## src/rtl/seg7_scan.sv

```systemverilog
// Multiplexed common-anode seven-segment driver with prescaler, double-buffered
// snapshot, decimal points, leading-zero blanking and frame strobe. Define SEG7_HEX_EN for A-F glyphs.
module seg7_scan #(
   parameter int unsigned DIGITS  = 4,
   parameter int unsigned CLK_DIV = 50000
) (
   input  logic                  clk,
   input  logic                  reset,
   input  logic                  en,
   input  logic                  load,
   input  logic [4*DIGITS-1:0]   din,
   input  logic [DIGITS-1:0]     dp_mask,
   input  logic                  lzb,
   output logic [DIGITS-1:0]     an,
   output logic [6:0]            seg,
   output logic                  dp,
   output logic                  frame_done
);

   localparam int unsigned PW = (CLK_DIV > 1) ? $clog2(CLK_DIV) : 1;
   localparam int unsigned IW = (DIGITS > 1) ? $clog2(DIGITS) : 1;
   localparam logic [PW-1:0] P_LAST = PW'(CLK_DIV - 1);
   localparam logic [IW-1:0] I_LAST = IW'(DIGITS - 1);

   typedef enum logic {ST_IDLE, ST_SCAN} state_t;

   state_t                state, state_nxt;
   logic [PW-1:0]         pcnt, pcnt_nxt;
   logic [IW-1:0]         idx, idx_nxt;
   logic [4*DIGITS-1:0]   shown_d, shown_d_nxt, pend_d, pend_d_nxt;
   logic [DIGITS-1:0]     shown_p, shown_p_nxt, pend_p, pend_p_nxt;
   logic                  pend_v, pend_v_nxt;
   logic [DIGITS-1:0]     an_nxt, an_dec;
   logic [6:0]            seg_nxt, seg_dec;
   logic                  dp_nxt, dp_dec, fd_nxt;
   logic                  tick, wrap;

   function automatic logic [6:0] seg_decode(input logic [3:0] nib);
      case (nib)
         4'h0:    seg_decode = 7'b1000000;
         4'h1:    seg_decode = 7'b1111001;
         4'h2:    seg_decode = 7'b0100100;
         4'h3:    seg_decode = 7'b0110000;
         4'h4:    seg_decode = 7'b0011001;
         4'h5:    seg_decode = 7'b0010010;
         4'h6:    seg_decode = 7'b0000010;
         4'h7:    seg_decode = 7'b1111000;
         4'h8:    seg_decode = 7'b0000000;
         4'h9:    seg_decode = 7'b0010000;
`ifdef SEG7_HEX_EN
         4'hA:    seg_decode = 7'b0001000;
         4'hB:    seg_decode = 7'b0000011;
         4'hC:    seg_decode = 7'b1000110;
         4'hD:    seg_decode = 7'b0100001;
         4'hE:    seg_decode = 7'b0000110;
         4'hF:    seg_decode = 7'b0001110;
`endif
         default: seg_decode = 7'h7F;
      endcase
   endfunction

   assign tick = en && (state == ST_SCAN) && (pcnt == P_LAST);
   assign wrap = tick && (idx == I_LAST);

   always_comb begin
      state_nxt   = state;
      pcnt_nxt    = pcnt;
      idx_nxt     = idx;
      shown_d_nxt = shown_d;
      shown_p_nxt = shown_p;
      pend_d_nxt  = pend_d;
      pend_p_nxt  = pend_p;
      pend_v_nxt  = pend_v;
      an_nxt      = an;
      seg_nxt     = seg;
      dp_nxt      = dp;
      fd_nxt      = 1'b0;

      if (load) begin
         pend_d_nxt = din;
         pend_p_nxt = dp_mask;
         pend_v_nxt = 1'b1;
      end
      // A load landing on the wrap bypasses the pending buffer entirely
      if (wrap) begin
         if (load) begin
            shown_d_nxt = din;
            shown_p_nxt = dp_mask;
            pend_v_nxt  = 1'b0;
         end else if (pend_v) begin
            shown_d_nxt = pend_d;
            shown_p_nxt = pend_p;
            pend_v_nxt  = 1'b0;
         end
      end

      if (!en) begin
         state_nxt = ST_IDLE;
         pcnt_nxt  = '0;
         idx_nxt   = '0;
         an_nxt    = '1;
         seg_nxt   = 7'h7F;
         dp_nxt    = 1'b1;
      end else if (state == ST_IDLE) begin
         state_nxt = ST_SCAN;
         pcnt_nxt  = '0;
         idx_nxt   = '0;
         an_nxt    = an_dec;
         seg_nxt   = seg_dec;
         dp_nxt    = dp_dec;
      end else if (tick) begin
         pcnt_nxt = '0;
         idx_nxt  = wrap ? '0 : idx + 1'b1;
         fd_nxt   = wrap;
         an_nxt   = an_dec;
         seg_nxt  = seg_dec;
         dp_nxt   = dp_dec;
      end else begin
         pcnt_nxt = pcnt + 1'b1;
      end
   end

   // Decode looks at the post-edge index and buffers so the new digit needs no extra cycle
   always_comb begin
      logic [3:0] cur_nib;
      logic       cur_p;
      logic       hi_zero;
      cur_nib = '0;
      cur_p   = 1'b0;
      hi_zero = 1'b1;
      an_dec  = '1;
      for (int unsigned i = 0; i < DIGITS; i++) begin
         if (IW'(i) == idx_nxt) begin
            cur_nib   = shown_d_nxt[4*i +: 4];
            cur_p     = shown_p_nxt[i];
            an_dec[i] = 1'b0;
         end
         if ((IW'(i) >= idx_nxt) && (shown_d_nxt[4*i +: 4] != 4'h0))
            hi_zero = 1'b0;
      end
      seg_dec = (lzb && (idx_nxt != '0) && hi_zero) ? 7'h7F : seg_decode(cur_nib);
      dp_dec  = ~cur_p;
   end

   always_ff @(posedge clk or posedge reset) begin
      if (reset) begin
         state      <= ST_IDLE;
         pcnt       <= '0;
         idx        <= '0;
         shown_d    <= '0;
         shown_p    <= '0;
         pend_d     <= '0;
         pend_p     <= '0;
         pend_v     <= 1'b0;
         an         <= '1;
         seg        <= 7'h7F;
         dp         <= 1'b1;
         frame_done <= 1'b0;
      end else begin
         state      <= state_nxt;
         pcnt       <= pcnt_nxt;
         idx        <= idx_nxt;
         shown_d    <= shown_d_nxt;
         shown_p    <= shown_p_nxt;
         pend_d     <= pend_d_nxt;
         pend_p     <= pend_p_nxt;
         pend_v     <= pend_v_nxt;
         an         <= an_nxt;
         seg        <= seg_nxt;
         dp         <= dp_nxt;
         frame_done <= fd_nxt;
      end
   end

endmodule

```

## config.mk

```make
export PLATFORM = sky130hd
export DESIGN_NAME = seg7_scan
export DESIGN_NICKNAME = d
export VERILOG_FILES = /design/src/rtl/seg7_scan.sv
export SDC_FILE = /design/constraint.sdc
export NUM_CORES = 1
export LEC_CHECK = 0
export CORE_ASPECT_RATIO = 0.8
export CORE_MARGIN = 5
export CORE_UTILIZATION = 48
export DETAILED_ROUTE_END_ITERATION = 6
export GPL_ROUTABILITY_DRIVEN = 0
export MAX_ROUTING_LAYER = met4
export PLACE_DENSITY = 0.75
export SLEW_MARGIN = 20
export SYNTH_ARGS = -nofsm -noshare
export SYNTH_HDL_FRONTEND = slang
export SYNTH_SLANG_ARGS = --single-unit
```

## constraint.sdc

```tcl
create_clock -name clk -period 5.8 [get_ports clk]
set_clock_uncertainty 0.15 [all_clocks]
set_input_delay 1.16 -clock clk [delete_from_list [all_inputs] [get_ports clk]]
set_output_delay 1.16 -clock clk [all_outputs]
set_load 0.05 [all_outputs]
```

==> results, run 1 <==
- The area added between synthesis and finish is 19.3%.
- The CTS clock-pin slew for the worst setup and hold paths is 0.08 ns.
- The clock tree from TritonCTS is built.
- Of the available clock period, the critical path in the final layout requires 0.802.
- The overall via count from detail_route is 3002.
- The hold-fix buffer count after cts is 0.
- The wire length after detailed routing is 8.86 mm.
- Of the post-synthesis cell area, the dominant cell type holds 0.410.
- The kind of end point of the critical path is a flip-flop.
- Fill cells in the final layout number 658.
- The number of I/O port buffers is 37.
- The slowest library cell on the worst path is sky130_fd_sc_hd__clkdlybuf4s50_1.
- Clock tree synthesis selected as its root buffer the cell sky130_fd_sc_hd__clkbuf_8.
- The initial DRC count is 218.
- The number of synthesized flops with an enable pin is 0.
- Ranked by instance count, the synthesized netlist is headed by sky130_fd_sc_hd__dfrtp_1, sky130_fd_sc_hd__nor2_1, sky130_fd_sc_hd__mux2_2, sky130_fd_sc_hd__nand3_1, sky130_fd_sc_hd__nand2_1.
- The count of pins on the block boundary is 38.
- The post-route non-filler standard cell count is 514.
- The peak per-stage delay on the critical path is 0.86 ns.
- The worst slew margin relative to its limit is 0.389.
- The number of buffers and inverters on the critical path is 3.
- The number of library cell types mapped by synthesis is 58.
- The arrival time reported for the critical path endpoint is 4.79 ns.
- The total global-route track usage is 0.200.
- The H-tree was split into 3 levels.
- Sorting the synthesized cells by area gives the leading types as sky130_fd_sc_hd__dfrtp_1, sky130_fd_sc_hd__dfstp_2, sky130_fd_sc_hd__mux2_2.
- The via density per instance is 5.84.
- The synthesized design spends more area on one cell type than any other, namely sky130_fd_sc_hd__dfrtp_1.
- From bottom edge to top edge, the die measures 88.8 um.
- After global routing the overflow that remains totals 0.
- The Yosys step of the flow raised 0 warnings.
- Setup violations remaining at the end of the flow were counted as 0.
- The pre-antenna-repair detailed-routing pass consisted of 5 iterations.
- Clock tree synthesis found a total of 73 sinks.
- A synthesized cell averages 10.2 um2.
- Counting flops and latches in the post-synthesis netlist gives 73.
- After legalization and detailed placement, the total HPWL measured 6.28 mm.
- The critical path goes through clkdlybuf4s50_1 > nor2_1 > nor3_2 > buf_4 > mux2i_1 > a22oi_1 > inv_1 > ha_1 > nor3b_1 > or4b_4 > a21oi_2.
- Setup total negative slack on the finished layout was measured at 0 ns.
- The number of antenna-violating nets in the routed design is 0.
- The initial antenna violation count is 0.
- The number of buffers added by the clock tree synthesis step is 9.
- Of all nets on the critical path, the largest fanout is 16.
- The worst setup slack before clock tree synthesis is 0.832 ns.
- The area of the die is 9620 um2.
- The antenna diode instance count is 0.
- The initial utilization of the core area, before any placement, comes to 0.499.
- Setup repair after global routing left no endpoint under its margin.
- The post-layout net count is 436.
- After floorplanning, the core was divided into 28 placement rows.
- The most used flip-flop cell after synthesis is sky130_fd_sc_hd__dfrtp_1.
- The post-synth net total is 396.
- At the pin with the least slew margin, the transition time is 0.917 ns.
- Across all hold checks on the routed design, the worst slack comes to 0.321 ns.
- Power comes to 1.08 mW.
- Across the VDD grid, the largest voltage drop is 0.113 mV.
- The total power density per cell area is 244 nW/um2.
- The highest clock rate is 215 MHz.
- Of the cells placed in the final design, the portion with a size suffix greater than 1 is 0.176.
- Entering global routing, the biggest net connects 74 pins.
- The number of global-route vias before repair came to 2918.
- The share of the Yosys chip area taken by registers is 0.495.
- After synthesis, the share of flip-flops with an asynchronous set or reset is 1.00.
- The final max-slew violation count is 0.
- The count of instances resized after the clock tree is built is 0.
- The worst setup path is of the in2reg kind.
- Counting tap cells, the placed design contains a total of 498 instances.
- The worst setup margin is 1.15 ns.
- Counting I/O delays and the setup requirement, the final critical path takes 4.65 ns.
- The flow ran to the end, and the final reports show no timing, DRC or antenna violations.
- The region available for standard cell placement spans 7460 um2.
- The first global-routing pass estimated 14.6 mm of wire.
- The cell area that synthesis handed to floorplanning was 3720 um2.
- Across the run, the number of max-cap violations was 0.
- In this design, the largest share of critical-path delay is due to buffers and inverters.
- In the synthesized netlist, the number of instances is 364.
- Dividing the detail-routed wire length by the instance count gives 17.2 um.
- Yosys instantiated no cell more often than sky130_fd_sc_hd__dfrtp_1.
- The path class of the lowest-slack min-delay path is reg2reg.
- The longest clock path from root to sink contains 2 buffers.
- For the worst setup path, the data required time is 5.94 ns.
- The clock latency on the worst-skew pair is 0.35 ns.
- The count of endpoints failing hold in the final timing report is 0.
- The number of setup buffers added after CTS is 0.
- The nature of the critical path startpoint is an input port.
- In the routed design, unresolved DRC markers number 0.
- The total leakage power is 1.82 nW.
- Measured along the x axis, the die boundary spans 108 um.
-- final cells by class --
| cell class | instances | area [um2] | area share |
|---|---|---|---|
| clock inverter | 6 | 90.1 | 0.0203 |
| sequential | 73 | 1840 | 0.415 |
| inverter | 14 | 52.6 | 0.0118 |
| clock buffer | 10 | 138 | 0.0310 |
| multi-input combinational | 263 | 1770 | 0.399 |
| timing repair buffer | 43 | 415 | 0.0936 |
| tap | 105 | 131 | 0.0296 |
-- cells in the final DEF (no fill, tap or decap), types with 4 or more instances in the layout --
cell type,Yosys,layout
sky130_fd_sc_hd__a211oi_1,4,4
sky130_fd_sc_hd__a21o_1,4,4
sky130_fd_sc_hd__o22ai_1,13,13
sky130_fd_sc_hd__nand3_1,20,20
sky130_fd_sc_hd__xor2_1,5,5
sky130_fd_sc_hd__nor3_1,6,6
sky130_fd_sc_hd__nand2_1,19,19
sky130_fd_sc_hd__clkbuf_8,0,10
sky130_fd_sc_hd__mux2i_1,6,6
sky130_fd_sc_hd__o21ai_0,13,13
sky130_fd_sc_hd__and3_1,6,6
sky130_fd_sc_hd__inv_1,14,13
sky130_fd_sc_hd__dfstp_2,12,12
sky130_fd_sc_hd__ha_1,7,7
sky130_fd_sc_hd__a31oi_1,4,4
sky130_fd_sc_hd__a21oi_1,14,14
sky130_fd_sc_hd__clkdlybuf4s50_1,0,37
sky130_fd_sc_hd__mux2_2,22,22
sky130_fd_sc_hd__or3_1,5,5
sky130_fd_sc_hd__buf_4,1,6
sky130_fd_sc_hd__xnor2_1,8,8
sky130_fd_sc_hd__dfrtp_1,61,61
sky130_fd_sc_hd__nor2_1,44,44
sky130_fd_sc_hd__and2_1,4,4
sky130_fd_sc_hd__nor4_1,9,8
-- worst paths after layout --
check                                  start                    to  cells after the start  slack (ns)
setup / recovery                        load    seg[3]$_DFFE_PP1P_                     11        1.15
hold / removal             pcnt[0]$_DFF_PP0_     pcnt[0]$_DFF_PP0_                      1        0.32
setup reg to reg           pcnt[7]$_DFF_PP0_    seg[3]$_DFFE_PP1P_                     11        1.48
hold reg to reg            pcnt[0]$_DFF_PP0_     pcnt[0]$_DFF_PP0_                      1        0.32
max in group asynchronous              reset  shown_d[8]$_DFF_PP0_                      3        3.64
min in group asynchronous              reset     pcnt[3]$_DFF_PP0_                      3        1.24
-- metal layers --
metal / vias up / wire [um] / GRT usage
met5: - / 0 / -
met4: 0 / 148 / 0.0573
met3: 18 / 570 / 0.0496
met2: 122 / 3850 / 0.289
met1: 1449 / 4290 / 0.281
li1: 1413 / - / -
-- registers in the layout, summed over array words and instances, names as in the netlist --
| name | flops |
|---|---|
| pend_v | 1 |
| shown_d | 16 |
| idx | 2 |
| shown_p | 4 |
| state | 1 |
| an | 4 |
| seg | 7 |
| frame_done | 1 |
| pend_p | 4 |
| pcnt | 16 |
| pend_d | 16 |
| dp | 1 |
-- cell families after synthesis --
logic type      share of synthesized area
buf+inv                            0.0313
fa+ha+maj                          0.0235
simple gates                        0.197
mux                                0.0827
compound gates                      0.140
xor+xnor                           0.0306
flops                               0.495
-- per-stage QoR --
stage | utilization | area [um2]
floorplan | - | 3720
global placement | 0.564 | 4210
detailed placement | 0.564 | 4210
CTS | 0.595 | 4440
global route | 0.595 | 4440
finish | 0.595 | 4440
-- report_power, final --
part / internal, mW / switching (mW)
Combinational: 0.0394 / 0.0525
Sequential: 0.531 / 0.00764
Clock: 0.255 / 0.198
Total: 0.825 / 0.258
Note: power is estimated with default switching activity, not from simulation.
==> run 2, diff against run 1 <==
==> constraint.sdc (replaced) <==
create_clock -name clk -period 4.8 [get_ports clk]
set_clock_uncertainty 0.15 [all_clocks]
set_input_delay 0.96 -clock clk [delete_from_list [all_inputs] [get_ports clk]]
set_output_delay 0.96 -clock clk [all_outputs]
set_load 0.05 [all_outputs]
==> run 2 against run 1 <==
Against the previous run: cell area rose by 0.56%; power up 18%; count of clock-buffer cells in the layout is 2 higher; core utilization up 0.34 points; critical path type is now reg2reg; sequential cell count did not move.
==> results, run 2 (synthesized netlist as in run 1, its figures left out) <==
- The run finished with clean final reports.
- The height of the die was 88.8 um (unchanged).
- The final core area utilization is 0.598 (+0.00335).
- The via density per instance is 5.89 (+0.79%).
- The remaining routing DRC violations is 0 (unchanged).
- The worst setup path is launched from a flip-flop.
- The count of pins on the block boundary is 38 (unchanged).
- The clock tree from TritonCTS is built.
- The tightest min-delay check is of the reg2reg type.
- The worst hold slack was 0.312 ns (-0.00909 ns).
- The overall via count from detail_route is 3055 (+1.8%).
- The antenna diode instance count is 0 (unchanged).
- The routed wire length per instance is 17.1 um (-0.94%).
- The wire length after detailed routing is 8.86 mm (about the same).
- The initial DRC count is 203 (-6.9%).
- The arrival time reported for the critical path endpoint is 4.36 ns (-0.43 ns).
- The largest registers in the layout are pcnt (16), pend_d (16), shown_d (16).
- The fraction of final layout cells sized beyond drive strength 1 is 0.186 (+0.00995).
- The x dimension of the die is 108 um (unchanged).
- The critical path class is reg2reg.
- The hold path endpoint is pcnt[0]$_DFF_PP0_.
- In the layout the commonest cells are sky130_fd_sc_hd__dfrtp_1, sky130_fd_sc_hd__nor2_1, sky130_fd_sc_hd__clkdlybuf4s50_1.
- The core area is 7460 um2 (unchanged).
- The data required time of the critical path came to 4.94 ns (-1.00 ns).
- The post-route non-filler standard cell count is 519 (+0.97%).
- The total power density per cell area is 286 nW/um2 (+17%).
- The maximum number of pins on one net before global-route repair is 46 (-38%).
- The area of the die is 9620 um2 (unchanged).
- The endpoint of the lowest-slack register-to-register path is seg[3]$_DFFE_PP1P_.
- The post-layout net count is 441 (+1.1%).
- The worst ir drop on vdd is 0.155 mV (+37%).
- The initial core utilization is 0.499 (unchanged).
- The cell area after layout came to 4460 um2 (+0.56%).
- The count of endpoints failing hold in the final timing report was 0 (unchanged).
- The placed instance area is 4250 um2 (+0.89%).
- The max-cap violation count was 0 (unchanged).
- The slew at the pin closest to its max-slew limit is 0.666 ns (-0.251 ns).
- The final max-slew violation count is 0 (unchanged).
- The largest buffer count on any clock path is 2 (unchanged).
- The number of levels in the clock H-tree is 3 (unchanged).
- The number of rows in the core area is 28 (unchanged).
- From synthesis to final layout, the design area changed by 19.9%.
- The maximum fanout encountered on the critical timing path is 7 (-9).
- The cell depth of the worst min-delay path is 1 (unchanged).
- The total number of clock tree sinks is 73 (unchanged).
- The number of global-route vias before repair was 3040 (+4.2%).
- Dividing the final minimum period by the clock period gives 0.878.
- The total leakage power is 1.84 nW (+0.92%).
- The number of I/O port buffers is 37 (unchanged).
- The count of instances resized after the clock tree is built is 0 (unchanged).
- The number of buffers added by the clock tree synthesis step is 9 (unchanged).
- The number of cells in the design after placement was 503 (+1.0%).
- The total setup buffers inserted after CTS is 0 (unchanged).
- The startpoint of the tightest hold check path is pcnt[0]$_DFF_PP0_.
- The filler cell count is 639 (-2.9%).
- The total global-route track usage was 0.207 (+0.00713).
- The initial antenna violation count is 0 (unchanged).
- The number of antenna-violating nets in the routed design came to 0 (unchanged).
- Setup repair after global routing left no endpoint under its margin.
- The wire length of the first global-routing pass is 15.0 mm (+2.9%).
- The setup TNS is 0 ns (unchanged).
- The setup violation total in the final timing report is 0 (unchanged).
- The CTS clock-pin slew for the worst setup and hold paths is 0.08 ns (about the same).
- The clock period minus final worst setup slack is 4.22 ns.
- The total half-perimeter wirelength after legalization and detailed placement is 6.43 mm (+2.3%).
- The register-to-register path setup slack is 0.58 ns (-0.90 ns).
- The hold-fix buffer count after cts is 0 (unchanged).
- The root cell of the clock tree is sky130_fd_sc_hd__clkbuf_8.
- The worst slew margin relative to its limit is 0.554 (+0.166).
- The worst setup slack before clock tree synthesis is 0.349 ns (-0.483 ns).
- The library cell used most frequently in the layout, excluding fill and tap cells, is sky130_fd_sc_hd__dfrtp_1.
- The worst setup margin is 0.584 ns (-0.565 ns).
- The total grt overflow is 0 (unchanged).
- The clock latency on the worst-skew pair is 0.35 ns (about the same).
- In this run the critical register-to-register path is launched from pcnt[7]$_DFF_PP0_.
- The total power of the final layout is 1.27 mW (+18%).
- Derived from the worst setup path, the maximum achievable clock frequency is 237 MHz.
- The worst setup path is captured at a flip-flop.
- The number of cells on the worst reg-to-reg path was 11 (unchanged).
- The length of the first detailed-routing pass in iterations was 6 (+1).
-- run 2: cell types whose count changed in the layout (fill, tap and decap cells not counted), sizes merged --
cell,delta
inv,-1
clkinv,-1
bufinv,-1
clkinvlp,+1
clkbuf,+2
buf,+5
-- run 2: critical path: stages (launching register included) --
cell and delay (ns):
sky130_fd_sc_hd__dfrtp_1 0.44, sky130_fd_sc_hd__or4_4 0.59, sky130_fd_sc_hd__or4_4 0.49, sky130_fd_sc_hd__nor3_2 0.38, sky130_fd_sc_hd__mux2_2 0.41, sky130_fd_sc_hd__a22oi_1 0.29, sky130_fd_sc_hd__a22oi_1 0.15, sky130_fd_sc_hd__inv_1 0.15
sky130_fd_sc_hd__ha_1 0.27, sky130_fd_sc_hd__nor3b_1 0.15, sky130_fd_sc_hd__or4b_4 0.54, sky130_fd_sc_hd__a21oi_2 0.14
-- run 2: how the worst max path moves through the flow --
stage                 startpoint                  to  slack, ns  cells after the start
3_3_place_gp                load  seg[3]$_DFFE_PP1P_       0.44                     12
3_5_place_dp                  en  seg[3]$_DFFE_PP1P_       0.35                     11
4_1_cts        pcnt[7]$_DFF_PP0_  seg[3]$_DFFE_PP1P_       0.64                     11
6_report       pcnt[7]$_DFF_PP0_  seg[3]$_DFFE_PP1P_       0.58                     11
2_1_floorplan  pcnt[7]$_DFF_PP0_  seg[3]$_DFFE_PP1P_       0.69                     12
5_1_grt        pcnt[7]$_DFF_PP0_  seg[3]$_DFFE_PP1P_       0.45                     11
-- run 2: area by class of cell --
class	instances	area (um2)	share of cell area
Sequential cell	73	1840	0.413
Multi-Input combinational cell	263	1770	0.396
Timing Repair Buffer	48	453	0.101
Clock buffer	12	165	0.0370
Tap cell	105	131	0.0294
Inverter	14	52.6	0.0118
Clock inverter	4	50.0	0.0112
-- run 2: layer usage --
metal | global-route usage | wire (um) | up-vias
met5 | - | 0 | -
met4 | 0.0539 | 96 | 0
met3 | 0.0569 | 562 | 12
met2 | 0.322 | 4140 | 106
met1 | 0.271 | 4070 | 1509
li1 | - | - | 1428
-- run 2: power breakdown --
part	total, mW	switching [mW]	internal [mW]
clock	0.511	0.229	0.282
sequential	0.651	0.00935	0.641
combinational	0.113	0.0636	0.0491
